--- config.mk ---
export PLATFORM = sky130hd
export DESIGN_NAME = bin_to_bcd_seq
export DESIGN_NICKNAME = d
export VERILOG_FILES = /design/src/rtl/bin_to_bcd_seq.sv
export SDC_FILE = /design/constraint.sdc
export NUM_CORES = 1
export LEC_CHECK = 0
export CAP_MARGIN = 20
export CORE_ASPECT_RATIO = 0.75
export CORE_MARGIN = 10
export CORE_UTILIZATION = 30
export CTS_CLUSTER_SIZE = 24
export DETAILED_ROUTE_END_ITERATION = 7
export PLACE_DENSITY = 0.59
export SLEW_MARGIN = 20
export SYNTH_ARGS = -nofsm -noshare
export SYNTH_HDL_FRONTEND = slang
export SYNTH_SLANG_ARGS = --single-unit
--- constraint.sdc ---
create_clock -name clk -period 3.7 [get_ports clk]
set_input_delay 0.555 -clock clk [delete_from_list [all_inputs] [get_ports clk]]
set_output_delay 0.555 -clock clk [all_outputs]
set_load 0.01 [all_outputs]
--- src/rtl/bin_to_bcd_seq.sv ---
// rtl/bin_to_bcd_seq.sv - sequential shift-and-add-3 binary to BCD converter
module bin_to_bcd_seq #(
  parameter int BIN_W  = 16,
  parameter int DIGITS = 5
) (
  input  logic                  clk,
  input  logic                  reset,
  input  logic                  start,
  input  logic [BIN_W-1:0]      bin_in,
  output logic                  busy,
  output logic                  done,
  output logic [4*DIGITS-1:0]   bcd_out,
  output logic                  overflow,
  output logic [DIGITS-1:0]     lz_mask
);

  localparam int CNT_W = $clog2(BIN_W + 1);
  localparam int SCR_W = 4 * DIGITS;

  typedef enum logic {
    S_IDLE = 1'b0,
    S_CONV = 1'b1
  } state_t;

  state_t             state_q;
  logic [BIN_W-1:0]   shift_q;
  logic [SCR_W-1:0]   scratch_q;
  logic               ovf_q;
  logic [CNT_W-1:0]   count_q;

  logic [SCR_W-1:0]   adj_d;
  logic [SCR_W-1:0]   scratch_d;
  logic [BIN_W-1:0]   shift_d;
  logic               ovf_d;
  logic [DIGITS-1:0]  lz_d;

  // One conversion step: correct digits >= 5, then shift the next binary bit in.
  // A 1 leaving the top digit means the value no longer fits in DIGITS digits.
  always_comb begin
    adj_d = scratch_q;
    for (int i = 0; i < DIGITS; i++) begin
      if (scratch_q[4*i +: 4] >= 4'd5) begin
        adj_d[4*i +: 4] = scratch_q[4*i +: 4] + 4'd3;
      end
    end
    scratch_d = {adj_d[SCR_W-2:0], shift_q[BIN_W-1]};
    shift_d   = shift_q << 1;
    ovf_d     = ovf_q | adj_d[SCR_W-1];
  end

  // Leading-zero mask of the post-shift scratch; the ones digit is never blanked.
  always_comb begin
    logic zero_above;
    lz_d       = '0;
    zero_above = 1'b1;
    for (int i = DIGITS - 1; i >= 1; i--) begin
      zero_above = zero_above & (scratch_d[4*i +: 4] == 4'd0);
      lz_d[i]    = zero_above;
    end
  end

  // Control FSM with registered outputs; results only change on the final step.
  always_ff @(posedge clk) begin
    if (reset) begin
      state_q   <= S_IDLE;
      shift_q   <= '0;
      scratch_q <= '0;
      ovf_q     <= 1'b0;
      count_q   <= '0;
      busy      <= 1'b0;
      done      <= 1'b0;
      bcd_out   <= '0;
      overflow  <= 1'b0;
      lz_mask   <= '0;
    end else begin
      done <= 1'b0;
      case (state_q)
        S_IDLE: begin
          if (start) begin
            shift_q   <= bin_in;
            scratch_q <= '0;
            ovf_q     <= 1'b0;
            count_q   <= CNT_W'(BIN_W);
            busy      <= 1'b1;
            state_q   <= S_CONV;
          end
        end
        S_CONV: begin
          scratch_q <= scratch_d;
          shift_q   <= shift_d;
          ovf_q     <= ovf_d;
          count_q   <= count_q - CNT_W'(1);
          if (count_q == CNT_W'(1)) begin
            bcd_out  <= scratch_d;
            overflow <= ovf_d;
            lz_mask  <= lz_d;
            done     <= 1'b1;
            busy     <= 1'b0;
            state_q  <= S_IDLE;
          end
        end
        default: state_q <= S_IDLE;
      endcase
    end
  end

endmodule

---- Yosys cells after proc, flatten, opt, wreduce, memory -nomap -nowiden ----
Cells that the tools add are included.
storage, ports and cells
  flip-flop bits (word level) ............. 70
  input port bits ......................... 19
  output and inout bits ................... 28
operators by class
  bitwise logic cells ..................... 5
  add/sub/neg operators ................... 6
  order comparisons ....................... 5
  reduce and logical (&&, ||, !) cells .... 7
  mux-type cells .......................... 20
  eq/ne operators ......................... 3
operator list
  operator             number
  $pmux 20 s2          1
  $pmux 16 s2          1
  $add 4x2->4 const B  5
  $ge 4x3->1 const B   5
  $mux 20              1
  $mux 4               5
  $logic_not 4->1      4
  $mux 16              1
  $pmux 5 s2           1
  $mux 1               6
  $pmux 1 s2           3
  $eq 5x1->1 const B   1
  $mux 5               1
  $sub 5x1->5 const B  1
  $reduce_and 2->1     2
  $and 1x1->1          3
  $ne 2x1->1 const B   1
  $ne 2x2->1 const B   1
  $reduce_or 2->1      1
  $not 1->1            1
  $or 1x1->1           1

---- Longest topological paths before layout ----
  word-level depth ........................ 6
  depth in mapped cells ................... 7
  depth with buffers taken out ............ 7

---- Worst setup path after synthesis ----
OpenSTA, ideal clock, no wires.
  path kind ............................... register to register
  from .................................... register scratch_q[13]
  to ...................................... register lz_mask[1]
  setup time .............................. 84 ps
  required time ........................... 3616 ps
  arrival time ............................ 1737 ps
  path slack .............................. 1878 ps
  path buffers ............................ 0
  stages on the path, launching flop included .. 8
  period minus slack after synthesis ...... 1822 ps
  cells stage by stage .................... dfxtp_1 > inv_1 > ha_1 > nand2b_1 > nor3b_2 > a2111oi_4 > o2111ai_2 > o31ai_2
between the ends
  longest elaborated chain between the ends .. 6
RTL lines
  item                                       RTL line  RTL
  from (decl)                                27        logic [SCR_W-1:0] scratch_q;
  from (signal assigned)                     89        scratch_q <= scratch_d;
  $add 4x2->4 or $ge 4x3->1 (tied branches)  43, 42
  $mux 4 (*)                                 42        if (scratch_q[4*i +: 4] >= 4'd5) begin
  $logic_not 4->1                            57        zero_above = zero_above & (scratch_d[4*i +: 4] == 4'd0);
  $and 1x1->1 (*) (3 in series)              57
  to (signal assigned)                       96        lz_mask <= lz_d;
  to (decl)                                  14        output logic [DIGITS-1:0] lz_mask
Every way passes the cells marked *; elsewhere a longest branch is shown, timed or not.
A chain may end at the register's enable or synchronous reset.

---- Final worst setup path ----
  from .................................... input port start
  to ...................................... register shift_q[12]
between the ends
  longest elaborated chain between the ends .. 1
RTL lines
  item                  RTL line  RTL
  from (decl)           8         input logic start,
  $ne 2x2->1 (no line)  --
  to (signal assigned)  80        shift_q <= bin_in;
  to (signal assigned)  90        shift_q <= shift_d;
  to (decl)             26        logic [BIN_W-1:0] shift_q;
No other way between the ends.

==> flow_summary_export.csv <==
group,metric,value,unit
finish,final_layout_size_suffix_gt1_share,6.699,%
timing,finalSetupViolations,0,
global_route,grt_pass1_wl,12740,um
timing,worst_pin_slew,0.7402,ns
clock_network,cts-resized-gates,0,
placement,hpwl,5566,um
worst_hold_path,hold_path_class,"reg -> reg",
setup_path,critPathRequiredTime,3.90,ns
timing,fin_crit,2.203,ns
setup_path,crit_path_max_fanout,18,
finish,antenna_cells,0,
detailed_routing,routed_wl,7865,um
detailed_routing,via_count,2665,
floorplanning,die-area,0.01544,mm^2
synth,synth_ff_type,"dfxtp_1",
flow_run,max_cap_violations,0,
detailed_routing,drtAntennaViolNets,0,
synth,yosysSeqAreaShare,43.13,%
floorplanning,start_util,31.21,%
setup_path,crit_chain,"clkdlybuf4s50_1 > buf_4 > mux2i_1 > nor2_1 > a21oi_1 > nor2_1",
global_route,grt_usage,10.21,%
synth,synth.avg_cell_area,8.619,um^2
setup_path,path_common_cell,"nor2_1",
timing,max_freq,454.0,MHz
floorplanning,rows,32,
clock_network,cts_setup_buffers,0,
clock_network,cts_buffer_depth,2,
pwr,peakVddDrop,0.2173,mV
synth,async_flop_share,0,%
synth,synth_seq_cells,70,
clock_network,numCtsBuffers,9,
global_route,grt_max_degree,83,
finish,finalNetCount,446,
clock_network,clockRootBuffer,"clkbuf_16",
timing,fin_worst_skew,0.006130,ns
setup_path,crit_path_end_kind,"flop",
timing,slew_violations,0,
setup_path,cp_slowest_cell,"clkdlybuf4s50_1",
detailed_routing,drc_errors,0,
clock_network,holdBufCountCts,0,
floorplanning,die_width,140.2,um
setup_path,worstPathArrival,2.41,ns
floorplanning,io_pins,47,
pwr,p_leak,1.546,nW
global_route,grt_pass1_vias,2601,
timing,fin_crit_sh,59.53,%
setup_path,max_stage_delay,0.96,ns
outcome,status,"completed",
floorplanning,die_h,110.1,um
clock_network,cts_tree,"yes",
floorplanning,coreArea,0.01041,mm^2
synth,synth_cells,377,
timing,rsz0062_at_grt,"false",
placement,place.gp.congestion,0.8065,
timing,hold_ws,0.4436,ns
global_route,grt-ovfl-total,0,
timing,relSlewSlack,50.13,%
synth,post_synth_num_cell_types,46,
detailed_routing,dr.pass1.iters,4,
detailed_routing,drt_iter0_drc,183,
synth,synth_warnings,0,
detailed_routing,viasPerCell,4.810,
clock_network,path_clk_slew,0.05,ns
timing,final_hold_viol_count,0,
detailed_routing,routedWlPerCell,14.20,um
clock_network,clk_latency,0.33,ns
setup_path,start_kind,"input port",
global_route,antenna_found_initial,0,
synth,synth_edf_count,0,
finish,area_delta_synth_final,25.26,%
pwr,power_density,412.8,mW/mm^2
setup_path,critical_path_class,"in -> reg",
synth,syn_area,0.003249,mm^2
clock_network,htreeDepth,3,
timing,setup_tns,0,ns
finish,n_fill_cell,1053,
synth,postSynthNetCount,408,
placement,port_buffers,45,
clock_network,clkSinkCount,70,
[registers in the layout (all words and copies together) (netlist names)]
register / count
bcd_out: 20
scratch_q: 20
shift_q: 16
count_q: 5
lz_mask: 4
busy: 1
done: 1
overflow: 1
ovf_q: 1
state_q: 1
[path summary, 6_finish.rpt]
check             depth (start not counted)          start           to  slack (ns)
hold / removal                            2     lz_mask[3]   lz_mask[3]        0.44
setup / recovery                          6          start  shift_q[12]        1.50
hold reg to reg                           2     lz_mask[3]   lz_mask[3]        0.44
setup reg to reg                          6  scratch_q[16]   lz_mask[1]        1.61
[logic make-up (layout without fill, tap and decap cells)]
logic type,Yosys count,in the layout,synth area share (%)
compound gates,101,101,20.33
xor+xnor,6,6,1.617
fa+ha+maj,12,12,4.621
buf+inv,38,79,4.659
flops,70,70,43.13
mux,21,21,6.507
other cells,1,1,0.1154
simple gates,128,128,19.02
[power by group]
group | leakage (nW) | total, mW | switching, mW | internal, mW
clock | 0.128 | 0.757 | 0.295 | 0.461
sequential | 0.568 | 0.787 | 0.0119 | 0.775
combinational | 0.849 | 0.137 | 0.0777 | 0.0594
total | 1.55 | 1.68 | 0.385 | 1.30
[cell usage after synthesis, types with 2 or more instances]
cell      instances  area share, %
or3_1             3           0.58
nand3b_1          3           0.69
mux2i_1          20            6.2
buf_2             4           0.62
dfxtp_1          70             43
a21oi_1          44            6.8
o21ai_0          20            3.1
xnor2_1           5            1.3
nor3b_1          11            2.5
o211ai_1          5            1.2
nand3_1           2           0.31
a21o_1            5            1.2
nor2b_1           4           0.77
and3_1            2           0.38
nand2_1          24            2.8
a22o_1           12            3.2
nor2_1           52            6.0
a211oi_1          2           0.46
nand2b_1          8            1.5
nor3_1           14            2.2
ha_1             12            4.6
clkbuf_1         16            1.8
buf_1             2           0.23
inv_1            15            1.7
[layout make-up]
type	count	area, um^2	share of cell area [%]
clock buffers	12	246.5	6.056
clock inverters	2	10.01	0.2459
inverters	15	56.30	1.383
multi-input cells	269	1697	41.68
flip-flops and latches	70	1403	34.46
well taps	136	170.2	4.181
repair buffers	50	488.0	11.99
[routing by layer]
metal / up-vias / GRT usage, % / share of wire, %
met5: - / 0 / 0
met4: 0 / 3.750 / 0.24
met3: 4 / 4.274 / 5.7
met2: 59 / 15.13 / 43
met1: 1222 / 13.03 / 51
li1: 1380 / - / -
[critical path, delay by kind of cell]
| kind | cells | cell delay, ns |
|---|---|---|
| AO/OA/AOI/OAI | 1 | 0.15 |
| AND/OR/NAND/NOR | 2 | 0.10 |
| buffers and inverters | 2 | 1.37 |
| multiplexers | 1 | 0.22 |
[through the flow]
stage / util, % / std cells / total power, mW / cell area (um^2) / setup WS, ns
4_1_cts: 39.10 / 554 / 1.704 / 4070 / 1.487
6_report: 39.10 / 554 / 1.680 / 4070 / 1.497
2_1_floorplan: - / 377 / 0.8943 / 3249 / 1.878
3_3_place_gp: 36.63 / 540 / 0.9384 / 3814 / 1.153
3_5_place_dp: 36.63 / 540 / 0.9404 / 3814 / 1.136
5_1_grt: 39.10 / 554 / 1.748 / 4070 / 1.334
[cell usage in the layout (no fill, tap or decap), types with 2 or more instances in the layout]
cell and count:
nor2_1 52, nand2b_1 8, ha_1 12, and3_1 2
inv_1 15, clkdlybuf4s50_1 45, buf_4 5, a21o_1 5
dfxtp_1 69, clkbuf_1 2, nand2_1 24, o211ai_1 5
a22o_1 12, clkbuf_16 9, nor3b_1 11, nor3_1 14
nand3_1 2, nand3b_1 3, xnor2_1 5, a21oi_1 44
a211oi_1 2, o21ai_0 20, mux2i_1 20, or3_1 3
clkinv_2 2, nor2b_1 4
(Power assumes the default switching activity.)
